===== src/rtl/ceespu_fetch_pkg.sv =====
// Shared ceespu fetch definitions: address width, instruction width, reset PC
// and the width of a buffered {pc, instr} fetch entry.
package ceespu_fetch_pkg;

    localparam int CEESPU_ADDR_BITS  = 25;
    localparam int CEESPU_INSTR_BITS = 32;
    localparam int CEESPU_FIFO_DEPTH = 2;
    localparam logic [CEESPU_ADDR_BITS-1:0] CEESPU_RESET_PC = 25'h0;

    function automatic int fetch_entry_bits(input int addr_bits);
        return addr_bits + CEESPU_INSTR_BITS;
    endfunction

endpackage


===== src/rtl/ceespu_fetch_fifo.sv =====
// Small synchronous FIFO of {pc, instr} fetch entries with flush.
// Flush wins over a same-cycle push; the head is readable combinationally.
module ceespu_fetch_fifo
    import ceespu_fetch_pkg::*;
#(
    parameter int ADDR_BITS = CEESPU_ADDR_BITS,
    parameter int DEPTH     = CEESPU_FIFO_DEPTH
) (
    input  logic                         I_clk,
    input  logic                         I_rst,
    input  logic                         I_push,
    input  logic                         I_pop,
    input  logic                         I_flush,
    input  logic [ADDR_BITS-1:0]         I_push_pc,
    input  logic [CEESPU_INSTR_BITS-1:0] I_push_instr,
    output logic [$clog2(DEPTH):0]       O_count,
    output logic [ADDR_BITS-1:0]         O_head_pc,
    output logic [CEESPU_INSTR_BITS-1:0] O_head_instr,
    output logic                         O_empty
);

    localparam int PTR_BITS   = $clog2(DEPTH);
    localparam int ENTRY_BITS = fetch_entry_bits(ADDR_BITS);

    logic [ENTRY_BITS-1:0] mem_reg [DEPTH];
    logic [PTR_BITS-1:0]   rd_ptr_reg;
    logic [PTR_BITS-1:0]   wr_ptr_reg;
    logic [PTR_BITS:0]     count_reg;
    logic [DEPTH-1:0]      wr_en;
    logic                  do_push;
    logic                  do_pop;

    assign do_push = I_push && !I_flush;
    assign do_pop  = I_pop && (count_reg != '0);

    for (genvar gi = 0; gi < DEPTH; gi++) begin : g_wr_en
        assign wr_en[gi] = do_push && (wr_ptr_reg == PTR_BITS'(gi));
    end

    always_ff @(posedge I_clk) begin
        for (int i = 0; i < DEPTH; i++) begin
            if (wr_en[i]) begin
                mem_reg[i] <= {I_push_pc, I_push_instr};
            end
        end
    end

    // Pointers wrap naturally because DEPTH is a power of two.
    always_ff @(posedge I_clk) begin
        if (I_rst || I_flush) begin
            rd_ptr_reg <= '0;
            wr_ptr_reg <= '0;
            count_reg  <= '0;
        end else begin
            if (do_push) begin
                wr_ptr_reg <= wr_ptr_reg + PTR_BITS'(1);
            end
            if (do_pop) begin
                rd_ptr_reg <= rd_ptr_reg + PTR_BITS'(1);
            end
            count_reg <= count_reg + {{PTR_BITS{1'b0}}, do_push} - {{PTR_BITS{1'b0}}, do_pop};
        end
    end

    assign {O_head_pc, O_head_instr} = mem_reg[rd_ptr_reg];
    assign O_count = count_reg;
    assign O_empty = (count_reg == '0);

endmodule


===== src/rtl/ceespu_fetch.sv =====
// ceespu instruction fetch: PC generation, icache response matching, redirects.
// Optional performance counters are built when CEESPU_FETCH_PERF_EN is defined.
module ceespu_fetch
    import ceespu_fetch_pkg::*;
#(
    parameter int                   ADDR_BITS  = CEESPU_ADDR_BITS,
    parameter logic [ADDR_BITS-1:0] RESET_PC   = ADDR_BITS'(CEESPU_RESET_PC),
    parameter int                   FIFO_DEPTH = CEESPU_FIFO_DEPTH
) (
    input  logic                         I_clk,
    input  logic                         I_rst,
    output logic [ADDR_BITS-1:0]         O_icache_addr,
    input  logic [CEESPU_INSTR_BITS-1:0] I_icache_data,
    input  logic                         I_icache_valid,
    input  logic                         I_icache_stall,
    input  logic                         I_redirect,
    input  logic [ADDR_BITS-1:0]         I_redirect_pc,
    output logic [CEESPU_INSTR_BITS-1:0] O_instr,
    output logic [ADDR_BITS-1:0]         O_instr_pc,
    output logic                         O_instr_valid,
    input  logic                         I_decode_ready,
    output logic [31:0]                  O_perf_stall_cycles,
    output logic [31:0]                  O_perf_fetched
);

    localparam int CNT_BITS = $clog2(FIFO_DEPTH) + 1;

    logic [ADDR_BITS-1:0] fetch_pc_reg, fetch_pc_next;
    logic [ADDR_BITS-1:0] resp_pc_reg, resp_pc_next;
    logic [ADDR_BITS-1:0] redir_pc_reg, redir_pc_next;
    logic                 resp_live_reg, resp_live_next;
    logic                 redir_pend_reg, redir_pend_next;

    logic [CNT_BITS-1:0]          fifo_count;
    logic                         fifo_empty;
    logic [ADDR_BITS-1:0]         head_pc;
    logic [CEESPU_INSTR_BITS-1:0] head_instr;
    logic [CNT_BITS:0]            room;
    logic [ADDR_BITS-1:0]         redirect_aligned;
    logic                         pop, push, accept;

    assign redirect_aligned = I_redirect_pc & ~ADDR_BITS'(3);
    assign pop  = !fifo_empty && I_decode_ready;
    // Entries that will occupy the FIFO once the in-flight response lands.
    assign room = {1'b0, fifo_count} - {{CNT_BITS{1'b0}}, pop} + {{CNT_BITS{1'b0}}, resp_live_reg};
    assign accept = !I_icache_stall && !I_redirect && !redir_pend_reg
                    && (room < (CNT_BITS+1)'(FIFO_DEPTH));
    assign push = resp_live_reg && I_icache_valid && !I_redirect;

    always_comb begin
        fetch_pc_next   = fetch_pc_reg;
        resp_pc_next    = resp_pc_reg;
        resp_live_next  = resp_live_reg;
        redir_pend_next = redir_pend_reg;
        redir_pc_next   = redir_pc_reg;
        if (I_redirect) begin
            resp_live_next = 1'b0;
            if (I_icache_stall) begin
                // The icache still owns the held address; retarget after the miss.
                redir_pend_next = 1'b1;
                redir_pc_next   = redirect_aligned;
            end else begin
                redir_pend_next = 1'b0;
                fetch_pc_next   = redirect_aligned;
            end
        end else if (I_icache_stall) begin
            if (I_icache_valid) begin
                resp_live_next = 1'b0;
            end
        end else if (redir_pend_reg) begin
            // Stall-drop cycle issues the stale held address; its response is ignored.
            resp_live_next  = 1'b0;
            redir_pend_next = 1'b0;
            fetch_pc_next   = redir_pc_reg;
        end else begin
            resp_live_next = accept;
            if (accept) begin
                resp_pc_next  = fetch_pc_reg;
                fetch_pc_next = fetch_pc_reg + ADDR_BITS'(4);
            end
        end
    end

    always_ff @(posedge I_clk) begin
        if (I_rst) begin
            fetch_pc_reg   <= RESET_PC;
            resp_pc_reg    <= RESET_PC;
            redir_pc_reg   <= RESET_PC;
            resp_live_reg  <= 1'b0;
            redir_pend_reg <= 1'b0;
        end else begin
            fetch_pc_reg   <= fetch_pc_next;
            resp_pc_reg    <= resp_pc_next;
            redir_pc_reg   <= redir_pc_next;
            resp_live_reg  <= resp_live_next;
            redir_pend_reg <= redir_pend_next;
        end
    end

    ceespu_fetch_fifo #(
        .ADDR_BITS (ADDR_BITS),
        .DEPTH     (FIFO_DEPTH)
    ) u_fifo (
        .I_clk        (I_clk),
        .I_rst        (I_rst),
        .I_push       (push),
        .I_pop        (pop),
        .I_flush      (I_redirect),
        .I_push_pc    (resp_pc_reg),
        .I_push_instr (I_icache_data),
        .O_count      (fifo_count),
        .O_head_pc    (head_pc),
        .O_head_instr (head_instr),
        .O_empty      (fifo_empty)
    );

    assign O_icache_addr = fetch_pc_reg;
    assign O_instr_valid = !fifo_empty;
    assign O_instr       = fifo_empty ? '0 : head_instr;
    assign O_instr_pc    = fifo_empty ? '0 : head_pc;

`ifdef CEESPU_FETCH_PERF_EN
    logic [31:0] perf_stall_reg;
    logic [31:0] perf_fetched_reg;

    always_ff @(posedge I_clk) begin
        if (I_rst) begin
            perf_stall_reg   <= '0;
            perf_fetched_reg <= '0;
        end else begin
            if (I_icache_stall) begin
                perf_stall_reg <= perf_stall_reg + 32'd1;
            end
            if (pop) begin
                perf_fetched_reg <= perf_fetched_reg + 32'd1;
            end
        end
    end

    assign O_perf_stall_cycles = perf_stall_reg;
    assign O_perf_fetched      = perf_fetched_reg;
`else
    assign O_perf_stall_cycles = '0;
    assign O_perf_fetched      = '0;
`endif

endmodule


===== config.mk =====
export PLATFORM = sky130hd
export DESIGN_NAME = ceespu_fetch
export DESIGN_NICKNAME = d
export VERILOG_FILES = /design/src/rtl/ceespu_fetch_pkg.sv /design/src/rtl/ceespu_fetch_fifo.sv /design/src/rtl/ceespu_fetch.sv
export SDC_FILE = /design/constraint.sdc
export NUM_CORES = 1
export LEC_CHECK = 0
export ABC_AREA = 1
export ABC_CLOCK_PERIOD_IN_PS = 4200
export CORE_ASPECT_RATIO = 1.5
export CORE_MARGIN = 5
export CORE_UTILIZATION = 42
export CTS_CLUSTER_DIAMETER = 80
export DETAILED_ROUTE_END_ITERATION = 12
export PLACE_DENSITY = 0.79
export SLEW_MARGIN = 30
export SYNTH_ARGS = -nofsm -noshare
export SYNTH_HDL_FRONTEND = slang
export SYNTH_SLANG_ARGS = --single-unit

===== constraint.sdc =====
create_clock -name I_clk -period 4.2 [get_ports I_clk]
set_input_delay 0.63 -clock I_clk [delete_from_list [all_inputs] [get_ports I_clk]]
set_output_delay 0.63 -clock I_clk [all_outputs]
set_load 0.1 [all_outputs]

# Yosys cells after proc, flatten, opt, wreduce, memory -nomap -nowiden
# Memories as Yosys holds them, arrays and structs flattened. A register that Yosys moved wholly into a read port is not among the register bits.
# Cells that the tools add are included.
[classes] n_eq_ne=2 magnitude_cmp=1 n_reduce_logical=23 n_mul=0 n_div=0 shifts=0 n_bitwise=4 addsub=7 mux=22
[ops] cell="25-bit 2-to-1 mux" count=6
[ops] cell="57-bit 2-to-1 mux" count=1
[ops] cell="57-bit OR reduction" count=1
[ops] cell="32-bit 2-to-1 mux" count=1
[ops] cell="25-bit by 3-bit adder with 25-bit output (second input constant)" count=1
[ops] cell="1-bit 2-to-1 mux" count=14
[ops] cell="1-bit logical AND" count=10
[ops] cell="1-bit zero test" count=4
[ops] cell="1-bit inverter" count=4
[ops] cell="2-bit AND reduction" count=2
[ops] cell="4-bit AND reduction" count=1
[ops] cell="3-bit by 1-bit adder with 3-bit output" count=1
[ops] cell="3-bit by 2-bit less-than comparator with 1-bit output (second input constant)" count=1
[ops] cell="3-bit nonzero test" count=1
[ops] cell="2-bit by 1-bit subtractor with 3-bit output" count=1
[ops] cell="1-bit adder (second input constant)" count=2
[ops] cell="2-bit by 1-bit adder with 2-bit output" count=1
[ops] cell="2-bit zero test" count=1
[ops] cell="2-bit by 1-bit inequality test with 1-bit output (second input constant)" count=1
[ops] cell="2-bit inequality test (second input constant)" count=1
[ops] cell="2-bit nonzero test" count=1
[ops] cell="2-bit OR reduction" count=1
[ops] cell="2-bit by 1-bit subtractor with 2-bit output" count=1
[ops] cell="1-bit logical OR" count=1
[word_totals] elab_cells=68 reg_bits=79 output_inout_bits=147 latch_bits=0 inputBits=63 mem_count=1 romBits=0 mem_bits_rw=114
[memory_table] memory="u_fifo.mem_reg" words=2 width=57 read_ports=1 rd_clocked_by_memory_dff=1 write_ports=1 line="ceespu_fetch_fifo.sv:25" source="logic [ENTRY_BITS-1:0] mem_reg [DEPTH];"

# Longest topological paths before layout
[logic_depth] depth_word=11 depth_mapped=18 mapped_depth_nobuf=18

# Cells and area by module
# A second synthesis with hierarchy kept.
[unflattened] hier_cells=933 hier_area_um2=9108.7
[modules_own_cells] module="ceespu_fetch" cells_each=720 n_inst=1 seq_area_each_um2=1421.4 area_each_um2=4633.2
[modules_own_cells] module="ceespu_fetch_fifo" cells_each=213 n_inst=1 seq_area_each_um2=3523.4 area_each_um2=4475.5

# Worst setup path before layout
# No wires, ideal clock.
[synth_path] path_type="input port to flip-flop" from="input I_redirect" to="memory u_fifo.mem_reg[1][0] in the netlist's numbering (enable)" setup_time_ns=0.469 path_slack_ns=0.281 n_path_buf=2 stages=5 t_required_ns=3.731 arrival_time_ns=3.450 path_cell_list="buf_6 inv_2 buf_2 nand3_1 nor2_1"
[synth_between] elab_chain_cells=8 elab_cells_between_ends=12 classes_between="mux: 6; reduce/logical: 6"
[synth_rtl] item="start: declaration" line="ceespu_fetch.sv:16" source="input logic I_redirect,"
[synth_rtl] item="1-bit zero test *" line="ceespu_fetch_fifo.sv:33, ceespu_fetch.sv:48"
[synth_rtl] item="1-bit logical AND" line="ceespu_fetch.sv:48" source="assign push = resp_live_reg && I_icache_valid && !I_redirect;"
[synth_rtl] item="1-bit logical AND *" line="ceespu_fetch_fifo.sv:33" source="assign do_push = I_push && !I_flush;"
[synth_rtl] item="1-bit logical AND *" line="ceespu_fetch_fifo.sv:37" source="assign wr_en[gi] = do_push && (wr_ptr_reg == PTR_BITS'(gi));"
[synth_rtl] item="via u_fifo.wr_en[1]" line="ceespu_fetch_fifo.sv:29" source="logic [DEPTH-1:0] wr_en;"
[synth_rtl] item="1-bit 2-to-1 mux *" line="ceespu_fetch_fifo.sv:42" source="if (wr_en[i]) begin"
[synth_rtl] item="1-bit 2-to-1 mux (implied by the code) *" line="ceespu_fetch_fifo.sv:43" source="mem_reg[i] <= {I_push_pc, I_push_instr};"
[synth_rtl] item="57-bit OR reduction (no line)"
[synth_rtl] item="1-bit 2-to-1 mux (no line)"
[synth_rtl] item="end: declaration" line="ceespu_fetch_fifo.sv:25"
# Mark *: on every way through the listed nets, which the timed path passes. The rest lies on a longest branch.

# Worst setup path in the final report
[layout_path] from="input I_decode_ready" to="register fetch_pc_reg[16] (netlist: O_icache_addr[16])"
[layout_between] elab_chain_cells=7
[layout_rtl] item="start: declaration" line="ceespu_fetch.sv:21" source="input logic I_decode_ready,"
[layout_rtl] item="1-bit logical AND" line="ceespu_fetch.sv:43" source="assign pop = !fifo_empty && I_decode_ready;"
[layout_rtl] item="2-bit by 1-bit subtractor with 3-bit output" line="ceespu_fetch.sv:45" source="assign room = {1'b0, fifo_count} - {{CNT_BITS{1'b0}}, pop} + {{CNT_BITS{1'b0}}, resp_live_reg};"
[layout_rtl] item="3-bit by 1-bit adder with 3-bit output" line="ceespu_fetch.sv:45"
[layout_rtl] item="3-bit by 2-bit less-than comparator with 1-bit output" line="ceespu_fetch.sv:47" source="&& (room < (CNT_BITS+1)'(FIFO_DEPTH));"
[layout_rtl] item="1-bit logical AND" line="ceespu_fetch.sv:47"
[layout_rtl] item="3-bit nonzero test (no line)"
[layout_rtl] item="2-bit AND reduction (no line)"
[layout_rtl] item="end signal: assignment" line="ceespu_fetch.sv:92" source="fetch_pc_reg <= fetch_pc_next;"
[layout_rtl] item="end: declaration" line="ceespu_fetch.sv:28" source="logic [ADDR_BITS-1:0] fetch_pc_reg, fetch_pc_next;"
# Every way passes these cells.
# A chain may end at the register's enable or synchronous reset.

==> reports/metrics.yaml <==
status: "finished clean"
drtAntennaViolNets: 0
insertion_delay_ns: 0.44
cp-end-kind: "flop"
placed_area_um2: 9470
cts_max_level: 4
ir_drop_v: 0.000299
regArea_um2: 4830
yosysWarnings: 0
die_area_um2: 22600
cts_sinks: 186
grtUsageTotal: 0.165
p_per_area_nw_per_um2: 422
dp.cells: 1260
finalCritPeriodShare: 0.723
worstPathArrival_ns: 3.41
final_area_um2: 10100
layout.cells.non_filler: 1293
yosys.area_share.xor_xnor: 0.00530
async_flop_share: 0
cts_buffers: 17
firstDrtPassIters: 5
dr_total_vias: 6342
syn-mean-instance-area_um2: 9.17
grt_pass1_vias: 5858
maxSlewViolCount: 0
fmax_mhz: 329
finalSetupViolCount: 0
worst_pin_slew_ns: 1.00
io_buffers: 139
rows: 62
synth_compound_area_frac: 0.134
crit_type: "in2reg"
rsz0062_at_grt: "no"
tritoncts: "done"
avgViaCountPerCell: 4.90
chipWidth_um: 124
finalHoldViolCount: 0
yosys.area_share.simple: 0.161
postCtsSetupRepairBufs: 0
synthTopCellsByArea: "edfxtp_1, dfxtp_1, nand2_1"
leakage_nw: 3.91
r2r-start: "u_fifo.O_count[1]"
ctsResizeCount: 0
ys_types: 32
slew_headroom: 0.329
drc_errors: 0
cts.path.max_buffers: 2
postCtsHoldBufs: 0
antenna_found_initial: 1
area_growth_pct: 22.0
clockRootBuffer: "clkbuf_16"
crit_required_ns: 4.58
critPathLaunchType: "primary input"
crit_fanout: 37
synth-seq-cells: 186
post-dp-hpwl_mm: 12.7
drive_gt1_frac: 0.114
core-area_um2: 19200
fin_setup_tns_ns: 0
r2r_setup_slack_ns: 1.24
place_congestion: 0.868
synth_edf_count: 110
gr-total-overflow: 0
clk_pin_slew_ns: 0.08
finalCriticalPeriod_ns: 3.04
grt_max_degree: 56
largest_reg_flops: 110
yosys.area_share.adder: 0.00849
drv_cap: 0
final_nets: 1091
yosysTopAreaCell: "edfxtp_1"
syn-cell-area_um2: 8260
synthMuxAreaShare: 0
drt_iter0_markers: 386
seq_area_frac_synth: 0.584
hold_start: "resp_pc_reg[21]"
synth_top_family_by_area: "simple AND/OR/NAND/NOR gates"
multi_input_area_um2: 2820
hp-class: "reg2reg"
ff2ff_path_depth: 18
ios: 210
nFillCells: 1748
grt_pass1_wl_mm: 29.9
r2r-end: "O_icache_addr[16]"
whs_path_depth: 0
skew_ns: 0.0108
whs_endpoint: "u_fifo.mem_reg[1][53]"
die_h_um: 182
wl_per_cell_um: 14.7
finalWirelength_mm: 19.1
ys.flop_type: "edfxtp_1"
synth.top_cell.area_share: 0.400
start_util: 0.429
synthCells: 900
[critical path, cell delays in order]
cell,delay (ns)
clkdlybuf4s50_1,0.46
nand2_1,0.05
inv_1,0.10
ha_1,0.24
inv_1,0.07
nand2_1,0.06
fa_1,0.50
nand2_1,0.07
nor2_2,0.12
nand2_2,0.18
nand2_2,0.13
nand2_4,0.23
inv_2,0.28
nand2_1,0.07
nand2_1,0.07
nand2_1,0.05
a21oi_1,0.11
[power breakdown]
part / switching, mW / internal (mW)
Combinational: 0.524 / 0.130
Clock: 0.766 / 0.807
Sequential: 0.0481 / 1.98
Total: 1.34 / 2.92
[cell families after synthesis]
family	Yosys count
simple gates	332
compound gates	214
flops	186
buf+inv	157
xor+xnor	5
fa+ha+maj	5
other cells	1
[final cells by class]
class / count / share of cell area
clock buffer: 18 / 0.0426
multi-input combinational: 624 / 0.280
antenna: 1 / 0.000248
clock inverter: 14 / 0.0171
inverter: 45 / 0.0169
timing repair buffer: 149 / 0.132
sequential: 186 / 0.479
tap: 256 / 0.0318
[layer usage]
| metal | wire (um) | GRT usage | part of all wire | vias to the layer above |
|---|---|---|---|---|
| met5 | 0 | 0 | 0 | - |
| met4 | 515 | 0.0711 | 0.027 | 0 |
| met3 | 1380 | 0.0400 | 0.072 | 42 |
| met2 | 9700 | 0.291 | 0.51 | 285 |
| met1 | 7460 | 0.190 | 0.39 | 2883 |
| li1 | - | - | - | 3132 |
[cell usage in the layout (no fill, tap or decap), drive strengths merged, types with 2 or more instances in the layout]
cell type,netlist,final
conb,1,68
nor3,5,5
nor2,90,90
xor2,3,3
buf,86,65
xnor2,2,2
dfxtp,76,76
or2,2,2
clkinv,1,9
o221a,2,2
o21bai,3,3
a21oi,136,136
edfxtp,110,110
clkdlybuf4s50,0,84
clkbuf,26,18
o211ai,2,2
nand3,22,22
ha,4,4
o21ai,68,68
nand2,209,209
a22oi,2,2
inv,44,50
nand4,4,4
[worst max-delay path by stage]
| stage | from | endpoint | slack [ns] |
|---|---|---|---|
| CTS | I_decode_ready | O_icache_addr[16] | 1.21 |
| global route | I_decode_ready | O_icache_addr[3] | 1.0 |
| global placement | I_decode_ready | O_icache_addr[16] | 0.78 |
| detailed placement | I_decode_ready | O_icache_addr[16] | 0.77 |
| floorplan | I_redirect | u_fifo.mem_reg[1][0] | 0.28 |
| finish | I_decode_ready | O_icache_addr[16] | 1.16 |
[cells in the mapped netlist, types with 2 or more instances]
library cell    n
nand2_1       205
a21oi_1       136
edfxtp_1      110
nor2_1         84
dfxtp_1        76
buf_4          69
o21ai_0        68
inv_1          40
clkbuf_1       26
nand3_1        22
buf_2           8
buf_1           6
nor2_2          5
nor3_1          5
ha_1            4
inv_2           4
nand4_1         4
buf_6           3
nand2_2         3
o21bai_1        3
xor2_1          3
a22oi_1         2
o211ai_1        2
o221a_2         2
or2_2           2
xnor2_1         2
[stage by stage]
step / power, mW / hold WS (ns) / utilization / worst slack (ns)
6_report: 4.25 / 0.457 / 0.524 / 1.16
5_1_grt: 4.43 / 0.474 / 0.524 / 0.997
4_1_cts: 4.29 / 0.456 / 0.523 / 1.21
3_5_place_dp: 2.72 / 0.438 / 0.492 / 0.769
3_3_place_gp: 2.71 / 0.429 / 0.492 / 0.775
2_1_floorplan: 2.63 / 0.420 / - / 0.281
Note: power is estimated with default switching activity, not from simulation.
